`src/rtl/ecc_stream_decoder_pkg.sv`:
```
// Shared SECDED(13,8) constants, stage record and classification helpers.
// Positions 1..12 follow Hamming numbering; bit 0 is the overall parity bit.
package ecc_stream_decoder_pkg;

  localparam int CODE_W  = 13;
  localparam int DATA_W  = 8;
  localparam int SYN_W   = 4;
  localparam int MAX_POS = 12;

  localparam logic [CODE_W-1:0] PARITY_POS_MASK = 13'h0116;  // positions 1,2,4,8
  localparam logic [CODE_W-1:0] DATA_POS_MASK   = 13'h1EE8;  // positions 3,5,6,7,9,10,11,12

  // Entry k selects every position whose index has bit k set.
  localparam logic [SYN_W-1:0][CODE_W-1:0] SYN_MASK = {13'h1F00, 13'h10F0, 13'h0CCC, 13'h0AAA};

  typedef enum logic [1:0] {
    CLEAN,
    CORR,
    UNCORR
  } syn_class_e;

  typedef struct packed {
    logic [CODE_W-1:0] code;
    logic [SYN_W-1:0]  syn;
    logic              p;
  } stage1_t;

  // Data bit 0 comes from the lowest data position, bit 7 from position 12.
  function automatic logic [DATA_W-1:0] extract_data(input logic [CODE_W-1:0] code);
    logic [DATA_W-1:0] d;
    int j;
    d = '0;
    j = 0;
    for (int i = 0; i < CODE_W; i++) begin
      if (DATA_POS_MASK[i]) begin
        d[j] = code[i];
        j++;
      end
    end
    return d;
  endfunction

  function automatic syn_class_e classify(input logic [SYN_W-1:0] syn, input logic p);
    if (!p) begin
      return (syn == '0) ? CLEAN : UNCORR;
    end
    return (int'(syn) <= MAX_POS) ? CORR : UNCORR;
  endfunction

endpackage

```
`src/rtl/ecc_syndrome_calc.sv`:
```
// Combinational Hamming syndrome and overall parity of a 13-bit SECDED codeword.
module ecc_syndrome_calc
  import ecc_stream_decoder_pkg::*;
(
  input  logic [CODE_W-1:0] code,
  output logic [SYN_W-1:0]  syndrome,
  output logic              parity_err
);

  always_comb begin
    syndrome = '0;
    for (int k = 0; k < SYN_W; k++) begin
      syndrome[k] = ^(code & SYN_MASK[k]);
    end
    parity_err = ^code;
  end

endmodule

```
`src/rtl/ecc_stream_decoder.sv`:
```
// Two-stage valid/ready SECDED decoder: stage 1 holds code+syndrome, stage 2 the result.
// Latency 2 cycles, 1 word/cycle; in_ready depends only on stage occupancy and out_ready.
module ecc_stream_decoder
  import ecc_stream_decoder_pkg::*;
#(
  parameter int CNT_W = 16
) (
  input  logic              clk,
  input  logic              rst,
  input  logic              in_valid,
  output logic              in_ready,
  input  logic [CODE_W-1:0] in_code,
  output logic              out_valid,
  input  logic              out_ready,
  output logic [DATA_W-1:0] out_data,
  output logic              out_corr,
  output logic              out_uncorr,
  output logic [SYN_W-1:0]  out_syndrome,
  input  logic              cnt_clr,
  output logic [CNT_W-1:0]  cnt_corr,
  output logic [CNT_W-1:0]  cnt_uncorr
);

  logic              s1_vld;
  stage1_t           s1;
  logic [SYN_W-1:0]  syn_c;
  logic              p_c;
  logic              out_adv;
  logic              s1_adv;
  logic              in_fire;
  logic              out_fire;
  syn_class_e        cls;
  logic [CODE_W-1:0] fixed;

  ecc_syndrome_calc u_syn (
    .code       (in_code),
    .syndrome   (syn_c),
    .parity_err (p_c)
  );

  assign out_adv  = !out_valid || out_ready;
  assign s1_adv   = !s1_vld || out_adv;
  assign in_ready = s1_adv;
  assign in_fire  = in_valid && in_ready;
  assign out_fire = out_valid && out_ready;

  always_ff @(posedge clk) begin
    if (rst) begin
      s1_vld <= 1'b0;
      s1     <= '0;
    end else if (s1_adv) begin
      s1_vld <= in_valid;
      if (in_fire) begin
        s1 <= '{code: in_code, syn: syn_c, p: p_c};
      end
    end
  end

  // A syndrome of 0 with p=1 flips only the overall parity bit, leaving data intact.
  always_comb begin
    cls   = classify(s1.syn, s1.p);
    fixed = s1.code;
    if (cls == CORR) begin
      fixed = s1.code ^ ({{(CODE_W-1){1'b0}}, 1'b1} << s1.syn);
    end
  end

  always_ff @(posedge clk) begin
    if (rst) begin
      out_valid    <= 1'b0;
      out_data     <= '0;
      out_corr     <= 1'b0;
      out_uncorr   <= 1'b0;
      out_syndrome <= '0;
    end else if (out_adv) begin
      out_valid <= s1_vld;
      if (s1_vld) begin
        out_data     <= extract_data(fixed);
        out_corr     <= (cls == CORR);
        out_uncorr   <= (cls == UNCORR);
        out_syndrome <= s1.syn;
      end
    end
  end

  always_ff @(posedge clk) begin
    if (rst || cnt_clr) begin
      cnt_corr   <= '0;
      cnt_uncorr <= '0;
    end else if (out_fire) begin
      if (out_corr && (cnt_corr != '1)) begin
        cnt_corr <= cnt_corr + 1'b1;
      end
      if (out_uncorr && (cnt_uncorr != '1)) begin
        cnt_uncorr <= cnt_uncorr + 1'b1;
      end
    end
  end

endmodule

```
`config.mk`:
```
export PLATFORM = sky130hd
export DESIGN_NAME = ecc_stream_decoder
export DESIGN_NICKNAME = d
export VERILOG_FILES = /design/src/rtl/ecc_stream_decoder_pkg.sv /design/src/rtl/ecc_syndrome_calc.sv /design/src/rtl/ecc_stream_decoder.sv
export SDC_FILE = /design/constraint.sdc
export NUM_CORES = 1
export LEC_CHECK = 0
export ABC_AREA = 1
export ABC_CLOCK_PERIOD_IN_PS = 3850
export BUFFER_PORTS_ARGS = -buffer_cell sky130_fd_sc_hd__buf_2
export CORE_ASPECT_RATIO = 1.2
export CORE_MARGIN = 2
export CORE_UTILIZATION = 30
export DETAILED_ROUTE_END_ITERATION = 6
export GPL_ROUTABILITY_DRIVEN = 1
export GPL_TIMING_DRIVEN = 0
export PLACE_DENSITY = 0.52
export SYNTH_ARGS = -nofsm -noshare
export SYNTH_HDL_FRONTEND = slang
export SYNTH_SLANG_ARGS = --single-unit
```
`constraint.sdc`:
```
create_clock -name clk -period 3.85 [get_ports clk]
set_input_delay 0.385 -clock clk [delete_from_list [all_inputs] [get_ports clk]]
set_output_delay 0.385 -clock clk [all_outputs]
set_load 0.01 [all_outputs]
```
==> results.md, run 1 <==
- Number of setup violations in the final report: 0
- Critical path arrival: 1.92 ns
- Hold EP: s1[11]$_SDFFE_PP0P_
- Num Clock Sinks: 61
- Unrepaired setup endpoints after global routing: false
- Final Max Slew Viols: 0
- Seq/Total Area, Yosys: 36.15%
- Die area: 0.01213 sq mm
- Async SR Flop Fraction: 0%
- Die extent in y: 120.2 microns
- Final period util: 44.81%
- Number of global-route vias before repair: 3,165
- Simple-gate area share of the yosys netlist: 33.63%
- Synth Area in Compound Gates: 12.44%
- Max cap viols: 0
- M3 GR Usage: 3.410%
- Post-synth EDFFs: 0
- Post-CTS setup buffer count: 0
- Ranking of synthesized cells by area: dfxtp_1, nand2_1, nor2_1, inv_1, a21oi_1
- Place WS: 1.842 ns
- Clk buf depth: 2
- Post-synthesis adder-cell area fraction: 0.7407%
- Hold Path Origin: in_code[6]
- CP Capture Type: flop
- H-Tree Level Count: 3
- 1st-pass router iterations: 5
- Non-Filler Instances: 721
- Fillers: 1,161
- TritonCTS clock tree: done
- Final Wtd Congestion: 0.8432
- Setup CP Type: reg2reg
- FP Rows: 42
- Setup TNS: 0 ns
- Worst slew margin: 58.74%
- DR DRC count: 0
- Fmax achieved: 579.6 MHz
- Total track usage: 15.32%
- Total Power: 1.679 mW
- Syn Std Cell Area: 0.003378 sq mm
- Total gr overflow: 0
- Mux cell area share after synthesis: 0%
- Synthesis Warnings: 0
- Crit path required time: 4.05 ns
- CTS buffer count: 9
- Met1 Track Usage GR: 17.66%
- Number of synthesized register bits: 61
- Syn avg cell area: 6.650 sq um
- Max VDD drop: 0.1580 mV
- Power Dens Cells: 401.8 mW/mm^2
- Least-Margin Pin Slew: 0.6167 ns
- Register area: 0.001221 sq mm
- Largest family of logic cells by synthesized area: simple AND/OR/NAND/NOR gates
- Antenna violations before repair: 0
- CTS clk-pin slew, worst paths: 0.05 ns
- Via-to-Cell Ratio: 4.598
- XOR/XNOR Fraction of Synth Area: 7.778%
- Placed cells: 705
- Crit Path Max Fanout: 10
- Clk_skew: 0.005342 ns
- R2R Path End: cnt_corr[10]$_SDFFE_PP0P_
- Dominant cell type by area after synthesis: dfxtp_1
- Root Buffer: clkbuf_16
- Synth unique cells: 28
- Top-count cell post-synth: nand2_1
- Post-DRT Antenna Nets: 0
- Busiest grt layer: met2
- First-pass GRT wire length: 14,630 microns
- Post-synth top area share: 36.15%
- P_leak: 1.919 nW
- Multi-input logic area: 0.001844 sq mm
- Total Wirelength: 8881 microns
- Hpwl dp: 6842 microns
- Crit path launch type: flop
- Clk_lat worst skew: 0.33 ns
- Die width: 100.9 microns
- Syn_nets: 528
- R2r setup slk: 2.12 ns
- Inserted Diodes: 0
- Via count: 3,315
- Area Growth Syn to Fin: 23.67%
- Tmin final: 1.725 ns
- Hold-fix buffer count after cts: 0
- Status: finished clean
- Largest net degree at the start of global routing: 11
- Prevailing post-synth register cell: dfxtp_1
- Hold path depth: 3
- Buffers on Ports: 65
- Syn Inst Count: 508
- Wire per inst: 12.32 microns
- FF-to-FF Start: cnt_corr[0]$_SDFFE_PP0P_
- Core ar.: 0.01098 sq mm
- Endpoints failing hold: 0
- Worst Slack Setup Final: 2.125 ns
- Initial DRC Count: 68
- Share of cells above drive strength 1: 17.83%
- Fin Hold WS: 0.3590 ns
- Commonest cells in the netlist: nand2_1, nor2_1, dfxtp_1
- Worst-case reg-to-reg path depth: 9
- Initial Utilization: 30.76%
- Met2 usage: 26.83%
- Worst setup path startpoint: cnt_corr[0]$_SDFFE_PP0P_
- Worst Hold Class: in2reg
- IO Pins: 66
- Post-cts gate resize count: 0
- Layout Nets: 604
[critical path: stages (launching register included)]
cell	delay (ns)
dfxtp_1	0.41
ha_1	0.22
nand3_1	0.17
nor2_4	0.25
nand4_4	0.16
buf_6	0.18
nand3_1	0.07
nand2_1	0.05
nand2_1	0.05
nor2_1	0.03
[cells by family (layout without fill, tap and decap cells)]
family	Yosys count	count (layout)
and+or+nand+nor	264	264
DFF	61	61
xor gates and xnor gates	30	30
AOI/OAI and AO/OA	79	79
adders and majority gates	2	2
buffers and inverters	72	153
[worst max path at each step]
stage,to,slack [ns]
2_1_floorplan,cnt_corr[10]$_SDFFE_PP0P_,2.29
3_3_place_gp,cnt_uncorr[5]$_SDFFE_PP0P_,1.86
3_5_place_dp,cnt_uncorr[5]$_SDFFE_PP0P_,1.84
4_1_cts,cnt_corr[14]$_SDFFE_PP0P_,2.10
5_1_grt,cnt_corr[12]$_SDFFE_PP0P_,1.99
6_report,cnt_corr[10]$_SDFFE_PP0P_,2.12
[flip-flops by register name, indices dropped and copies added (netlist names)]
name          count
cnt_corr         16
cnt_uncorr       16
s1               13
out_data          8
out_syndrome      4
out_corr          1
out_uncorr        1
out_valid         1
s1_vld            1
[per-stage QoR]
stage | area, sq um | util (%)
after floorplan | 3378 | -
after global placement | 3869 | 35.22
after detailed placement | 3869 | 35.22
after CTS | 4178 | 38.04
after global routing | 4178 | 38.04
final | 4178 | 38.04
[routing by layer]
metal | vias up | share of wire (%)
li1 | 1767 | -
met1 | 1463 | 45
met3 | 13 | 3.9
met4 | 0 | 1.8
met5 | - | 0
met2 | 72 | 49
[cell usage in the layout, fill, tap and decap left out, drive strengths merged]
cell      netlist  routed
a211oi          1       1
a21oi          44      44
a31oi           1       1
buf             7      72
bufinv          0       2
clkbuf          6      18
clkinv          0       1
clkinvlp        0       1
dfxtp          61      61
ha              2       2
inv            59      59
nand2         146     146
nand3          34      34
nand4           9       9
nor2           66      66
nor3            8       8
o211ai          1       1
o21ai          32      32
or2             1       1
xnor2          15      15
xor2           15      15
[area by class of cell]
| type | instances | area share [%] |
|---|---|---|
| flip-flops and latches | 61 | 29.23 |
| inverters | 59 | 5.301 |
| multi-input cells | 375 | 44.14 |
| well taps | 132 | 3.953 |
| clock inverters | 4 | 1.737 |
| clock buffers | 12 | 5.660 |
| plain buffers | 13 | 2.186 |
| repair buffers | 65 | 7.787 |
[power breakdown]
part | internal (mW) | total (mW) | switching [mW] | leakage (nW)
sequential | 0.655 | 0.671 | 0.0159 | 0.497
clock | 0.566 | 0.852 | 0.287 | 0.147
combinational | 0.0558 | 0.155 | 0.0991 | 1.27
Note: power is estimated with default switching activity, not from simulation.
==> run 2: changes to the inputs <==
--- a/config.mk
+++ b/config.mk
@@ -6,7 +6,7 @@
 export NUM_CORES = 1
 export LEC_CHECK = 0
 export ABC_AREA = 1
-export ABC_CLOCK_PERIOD_IN_PS = 3850
+export ABC_CLOCK_PERIOD_IN_PS = 1600
 export BUFFER_PORTS_ARGS = -buffer_cell sky130_fd_sc_hd__buf_2
 export CORE_ASPECT_RATIO = 1.2
 export CORE_MARGIN = 2
==> constraint.sdc (replaced) <==
create_clock -name clk -period 1.6 [get_ports clk]
set_input_delay 0.16 -clock clk [delete_from_list [all_inputs] [get_ports clk]]
set_output_delay 0.16 -clock clk [all_outputs]
set_load 0.01 [all_outputs]
==> run 2 against run 1 <==
Maximum frequency is 14% higher. Final cell count is 0.97% higher. Utilization is 1.3 points higher. Register-to-register slack worse by 2.0 ns. Non-clock buffer count is 7 higher. Clock power is 140% higher. Highest routed layer unchanged. Flip-flop and latch count stayed put. Global-route usage hardly changed. Wire length is 2.2% higher. Critical path depth is 1 higher. Setup slack worse by 2.0 ns. Final area is 3.4% higher.
==> results.md, run 2 (synthesis results as in run 1) <==
- Core ar.: 0.01098 sq mm (unchanged)
- Fillers: 1,165 (+0.34%)
- Die area: 0.01213 sq mm (unchanged)
- Hold-fix buffer count after cts: 0 (unchanged)
- Die width: 100.9 microns (unchanged)
- Worst path buffer plus inverter count: 2 (+1)
- Final period util: 94.18% (+49 points)
- Initial Utilization: 30.76% (unchanged)
- Fmax achieved: 663.6 MHz (+14%)
- Crit Path Max Fanout: 10 (unchanged)
- Design area: 0.004318 sq mm (+3.4%)
- Endpoints failing hold: 0 (unchanged)
- Buffers on Ports: 65 (unchanged)
- Final Wtd Congestion: 0.8432 (unchanged)
- Power Dens Cells: 936.3 mW/mm^2 (+130%)
- Top Registers: cnt_corr (16), cnt_uncorr (16), s1 (13)
- Num Clock Sinks: 61 (unchanged)
- Clk_skew: 0.004377 ns (-0.0009658 ns)
- CP dominant cell by count: nand2_1
- Setup CP Type: reg2reg
- Max VDD drop: 0.3829 mV (+140%)
- Util after Layout: 39.31% (+1.3 points)
- Number of global-route vias before repair: 3,176 (+0.35%)
- Via count: 3,380 (+2.0%)
- CP Capture Type: flop
- Crit-path cells: nand2_1 > nor2_1 > nand2_1 > nor2_2 > nand3_2 > nand2_4 > inv_2 > buf_6 > nand2_1 > a21oi_1
- Inserted Diodes: 0 (unchanged)
- Hpwl dp: 6842 microns (unchanged)
- Critical path arrival: 1.69 ns (-0.23 ns)
- Root Buffer: clkbuf_16
- Most common cell after layout, fill and taps aside: nand2_1
- Layout Nets: 611 (+1.2%)
- Share of cells above drive strength 1: 23.15% (+5.3 points)
- CTS buffer count: 9 (unchanged)
- IO Pins: 66 (unchanged)
- Least-Margin Pin Slew: 0.6240 ns (+0.007324 ns)
- Total track usage: 15.37% (+0.048 points)
- Multi-input logic area: 0.001909 sq mm (+3.5%)
- CP delay by family, top: simple AND/OR/NAND/NOR gates
- Most frequent cells in the layout: nand2_1, buf_2, nor2_1
- Area Growth Syn to Fin: 27.81%
- Total Wirelength: 9074 microns (+2.2%)
- DR DRC count: 0 (unchanged)
- Largest net degree at the start of global routing: 11 (unchanged)
- Register area: 0.001244 sq mm (+1.8%)
- Antenna violations before repair: 0 (unchanged)
- Clk_lat worst skew: 0.33 ns (about the same)
- Die extent in y: 120.2 microns (unchanged)
- First-pass GRT wire length: 14,660 microns (+0.19%)
- Via-to-Cell Ratio: 4.643 (+0.98%)
- Cell area after placement: 0.003869 sq mm (unchanged)
- Placed cells: 705 (unchanged)
- P_leak: 1.959 nW (+2.1%)
- Initial DRC Count: 105 (+54%)
- Slowest cell on crit path: dfxtp_4
- Slowest stage delay, CP: 0.37 ns (-0.04 ns)
- Post-DRT Antenna Nets: 0 (unchanged)
- Tmin final: 1.507 ns (-0.2183 ns)
- Crit path launch type: flop
- Final Max Slew Viols: 0 (unchanged)
- 1st-pass router iterations: 4 (-1)
- H-Tree Level Count: 3 (unchanged)
- Fin Hold WS: 0.1327 ns (-0.2263 ns)
- Non-Filler Instances: 728 (+0.97%)
- Max cap viols: 0 (unchanged)
- TritonCTS clock tree: done
- Worst Hold Class: in2reg
- Crit path required time: 1.78 ns (-2.27 ns)
- Status: finished clean
- Number of setup violations in the final report: 0 (unchanged)
- Clk buf depth: 2 (unchanged)
- CTS clk-pin slew, worst paths: 0.05 ns (about the same)
- Wire per inst: 12.46 microns (+1.2%)
- FP Rows: 42 (unchanged)
- Worst slew margin: 58.25% (-0.49 points)
- Total gr overflow: 0 (unchanged)
-- run 2: power by group --
group / internal (mW) / leakage, nW / switching, mW
registers: 1.57 / 0.505 / 0.0384
logic: 0.136 / 1.31 / 0.240
clock network: 1.36 / 0.147 / 0.694
-- run 2: layout make-up --
type                            instances  share of cell area, %
Buffer                                 13                  2.173
Clock buffer                           12                  5.477
Clock inverter                          4                  1.681
Inverter                               59                  5.129
Multi-Input combinational cell        375                  44.22
Sequential cell                        61                  28.80
Tap cell                              132                  3.825
Timing Repair Buffer                   72                  8.693
-- run 2: path summary, 6_finish.rpt --
kind                                   start                    endpoint  slack [ns]  cells past startpoint
setup / recovery  cnt_uncorr[5]$_SDFFE_PP0P_  cnt_uncorr[5]$_SDFFE_PP0P_        0.09                     10
hold / removal                    in_code[6]         s1[11]$_SDFFE_PP0P_        0.13                      3
setup reg to reg  cnt_uncorr[5]$_SDFFE_PP0P_  cnt_uncorr[5]$_SDFFE_PP0P_        0.09                     10
hold reg to reg      out_uncorr$_SDFFE_PP0P_     out_uncorr$_SDFFE_PP0P_        0.49                      2
-- run 2: routing by layer --
layer	GRT usage [%]	up-vias	part of all wire, %
met5	0	-	0
met4	6.507	0	1.8
met3	3.353	13	4.1
met2	27.00	83	50
met1	17.77	1502	44
li1	-	1782	-
-- run 2: worst register-to-register path, stage by stage, from the launching register on --
cell and delay, ns:
dfxtp_4 0.37, nand2_1 0.11, nor2_1 0.12, nand2_1 0.07
nor2_2 0.10, nand3_2 0.13, nand2_4 0.11, inv_2 0.08
buf_6 0.15, nand2_1 0.06, a21oi_1 0.06
-- run 2: metrics by stage --
stage	setup WS [ns]	power [mW]	setup TNS, ns
2_1_floorplan	0.03663	1.886	0
3_3_place_gp	-0.1697	2.017	-3.223
3_5_place_dp	-0.1826	2.024	-3.068
4_1_cts	0.006304	4.087	0
5_1_grt	-0.01172	4.209	-0.04934
6_report	0.09308	4.043	0
-- run 2: what timing repair did --
action,in CTS,in global routing
resized for setup,9,28
pin swaps,2,6
setup endpoints to repair,28,39
setup buffers,3,3
gates cloned,0,1
endpoints found under the hold margin,0,0
==> run 3: changes to the inputs <==
--- a/config.mk
+++ b/config.mk
@@ -14,7 +14,8 @@
 export DETAILED_ROUTE_END_ITERATION = 6
 export GPL_ROUTABILITY_DRIVEN = 1
 export GPL_TIMING_DRIVEN = 0
-export PLACE_DENSITY = 0.52
+export PLACE_DENSITY = 0.51
 export SYNTH_ARGS = -nofsm -noshare
 export SYNTH_HDL_FRONTEND = slang
+export SYNTH_HIERARCHICAL = 1
 export SYNTH_SLANG_ARGS = --single-unit
==> run 3 against run 2 <==
Sequential share of layout area decreased by 1.3 points. Flip-flop and latch count unchanged. Hold slack got worse by 0.00098 ns. Utilization decreased by 1.9 points. Maximum frequency increased by 1.4%. Clock-buffer cell count increased by 1. Register-to-register slack improved by 0.02 ns. Clock power decreased by 11%. Die area increased by 7.1%. Power decreased by 3.1%. Final area increased by 3.4%. Synthesized cell count increased by 12%. Critical endpoint is now cnt_corr[6]$_SDFFE_PP0P_. Largest power group unchanged.
==> results.md, run 3 <==
- Seq/Total Area, Yosys: 33.67% (-2.5 points)
- Largest net degree at the start of global routing: 11 (unchanged)
- H-Tree Level Count: 3 (unchanged)
- Fin Hold WS: 0.1317 ns (-0.0009760 ns)
- Layout Nets: 665 (+8.8%)
- Most frequent cells in the layout: nand2_1, nor2_1, buf_2
- Num Clock Sinks: 61 (unchanged)
- Hold path depth: 3 (unchanged)
- Setup TNS: 0 ns (unchanged)
- Post-synth EDFFs: 0 (unchanged)
- Total track usage: 14.38% (-1.0 points)
- Max VDD drop: 0.4661 mV (+22%)
- Antenna violations before repair: 0 (unchanged)
- Wire per inst: 11.26 microns (-9.6%)
- Crit-path cells: ha_1 > inv_2 > nor2_4 > nand2_2 > nor2_4 > nor2_4 > buf_4 > nand2_1 > nand2_1 > clkinv_1 > nor2_2
- Worst path buffer plus inverter count: 3 (+1)
- Initial Utilization: 30.36% (-0.40 points)
- Number of synthesized register bits: 61 (unchanged)
- Syn_nets: 587 (+11%)
- Number of global-route vias before repair: 3,248 (+2.3%)
- Placed cells: 793 (+12%)
- Top-count cell post-synth: nand2_1
- P_leak: 2.057 nW (+5.0%)
- Via-to-Cell Ratio: 4.480 (-3.5%)
- Via count: 3,633 (+7.5%)
- Total Power: 3.919 mW (-3.1%)
- Critical path arrival: 1.76 ns (+0.07 ns)
- Core ar.: 0.01195 sq mm (+8.8%)
- Setup CP Type: reg2reg
- Cell depth of the worst setup path: 11 (+1)
- First-pass GRT wire length: 14,990 microns (+2.2%)
- Post-synth top area share: 33.67% (-2.5 points)
- Total Wirelength: 9135 microns (+0.67%)
- Hold-fix buffer count after cts: 0 (unchanged)
- Fmax achieved: 672.8 MHz (+1.4%)
- Tmin final: 1.486 ns (-0.02065 ns)
- Hpwl dp: 7106 microns (+3.9%)
- Worst setup path startpoint: cnt_corr[0]$_SDFFE_PP0P_
- Clk buf depth: 2 (unchanged)
- Final Wtd Congestion: 0.8153 (-3.3%)
- Die area: 0.01299 sq mm (+7.1%)
- Most common cell after layout, fill and taps aside: nand2_1
- Worst-case reg-to-reg path depth: 11 (+1)
- CP delay by family, top: simple AND/OR/NAND/NOR gates
- Top Registers: cnt_corr (16), cnt_uncorr (16), s1 (13)
- Max cap viols: 0 (unchanged)
- Synth unique cells: 28 (unchanged)
- Prevailing post-synth register cell: dfxtp_1
- Status: finished clean
- Unrepaired setup endpoints after global routing: true
- Crit path launch type: flop
- CTS buffer count: 9 (unchanged)
- Commonest cells in the netlist: nand2_1, nor2_1, inv_1
- Worst Hold Class: in2reg
- Synthesis Warnings: 6 (+6)
- IO Pins: 66 (unchanged)
- CP dominant cell by count: nor2_4
- Async SR Flop Fraction: 0% (unchanged)
- Slowest stage delay, CP: 0.34 ns (-0.03 ns)
- Die width: 104.4 microns (+3.5%)
- Initial DRC Count: 80 (-24%)
- Clk_skew: 0.004391 ns (+0.00001391 ns)
- Share of cells above drive strength 1: 21.38% (-1.8 points)
- Syn Inst Count: 567 (+12%)
- Crit path required time: 1.88 ns (+0.10 ns)
- Final Max Slew Viols: 0 (unchanged)
- Slowest cell on crit path: dfxtp_2
- CTS clk-pin slew, worst paths: 0.05 ns (about the same)
- Ranking of synthesized cells by area: dfxtp_1, nand2_1, nor2_1, inv_1, nand3_1
- Number of setup violations in the final report: 0 (unchanged)
- TritonCTS clock tree: done
- Post-DRT Antenna Nets: 0 (unchanged)
- Worst slew margin: 70.25% (+12 points)
- Clk_lat worst skew: 0.34 ns (about the same)
- Dominant cell type by area after synthesis: dfxtp_1
- Buffers on Ports: 65 (unchanged)
- Area Growth Syn to Fin: 23.08%
- 1st-pass router iterations: 4 (unchanged)
- Root Buffer: clkbuf_16
- Die extent in y: 124.5 microns (+3.5%)
- Syn Std Cell Area: 0.003627 sq mm (+7.4%)
- Power Dens Cells: 877.9 mW/mm^2 (-6.2%)
- Inserted Diodes: 0 (unchanged)
- Non-Filler Instances: 811 (+11%)
- FP Rows: 44 (+4.8%)
- CP Capture Type: flop
- Least-Margin Pin Slew: 0.4462 ns (-0.1778 ns)
- Final period util: 92.89% (-1.3 points)
- FF-to-FF Start: cnt_corr[0]$_SDFFE_PP0P_
- Syn avg cell area: 6.397 sq um (-3.8%)
- Hold Path Origin: in_code[12]
- Crit Path Max Fanout: 5 (-5)
- DR DRC count: 0 (unchanged)
- Total gr overflow: 0 (unchanged)
- Endpoints failing hold: 0 (unchanged)
run 3: cell types whose count changed in the layout (fill, tap and decap cells not counted), moves of 4 or more:
cell	change
nand3_1	+10
nand2_1	+10
dfxtp_2	-9
xnor2_1	-14
nor2_1	+35
nor2_2	+8
a21oi_2	-4
a21oi_1	-12
buf_4	-4
clkinv_1	+7
nand3_2	+7
dfxtp_1	+10
inv_1	+9
run 3: final timing paths:
check / to / slack, ns
setup reg to reg: cnt_corr[6]$_SDFFE_PP0P_ / 0.11
setup / recovery: cnt_corr[6]$_SDFFE_PP0P_ / 0.11
hold / removal: s1[17]$_SDFFE_PP0P_ / 0.13
hold reg to reg: s1[16]$_SDFFE_PP0P_ / 0.47
run 3: cell type report:
class	count	area [sq um]
plain buffers	15	108.9
clock buffers	13	260.3
clock inverters	3	20.02
fillers	1329	7482
inverters	76	285.3
multi-input cells	415	2019
flip-flops and latches	61	1229
well taps	161	201.4
repair buffers	67	340.3
run 3: power by group:
group / switching, mW / leakage [nW] / internal, mW
registers: 0.0443 / 0.500 / 1.58
clock network: 0.710 / 0.132 / 1.13
logic: 0.290 / 1.43 / 0.168
run 3: metrics by stage:
step | setup WS [ns] | instance area [sq um] | utilization (%)
floorplan | 0.1507 | 3627 | -
global placement | 0.07309 | 4154 | 34.77
detailed placement | 0.05701 | 4154 | 34.77
CTS | 0.04200 | 4434 | 37.12
global route | -0.02970 | 4464 | 37.37
finish | 0.1137 | 4464 | 37.37
run 3: worst register-to-register path: stages, from the launching register on:
cell	delay [ns]
dfxtp_2	0.34
ha_1	0.21
inv_2	0.09
nor2_4	0.05
nand2_2	0.09
nor2_4	0.05
nor2_4	0.16
buf_4	0.17
nand2_1	0.05
nand2_1	0.06
clkinv_1	0.06
nor2_2	0.09
run 3: per-layer routing:
metal  global-route usage, %  part of all wire, %  vias to the layer above
met4                   7.393                  2.3                        0
met1                   15.63                   43                     1630
met2                   26.49                   52                       66
li1                        -                    -                     1923
met5                       0                    0                        -
met3                   2.355                  3.3                       14
run 3: kinds of logic (layout without fill, tap and decap cells):
group	count (synthesis)	after routing	synth area share, %
adder cells (fa/ha/maj)	2	2	0.6898
AO/OA/AOI/OAI	59	59	8.279
AND/OR/NAND/NOR	335	335	41.74
XOR/XNOR	19	19	4.795
buffers and inverters	91	174	10.83
flip-flops	61	61	33.67
run 3: what timing repair did:
action | in CTS | in global routing
buffers inserted | 0 | 1
setup endpoints to repair | 0 | 29
resized for setup | 0 | 12
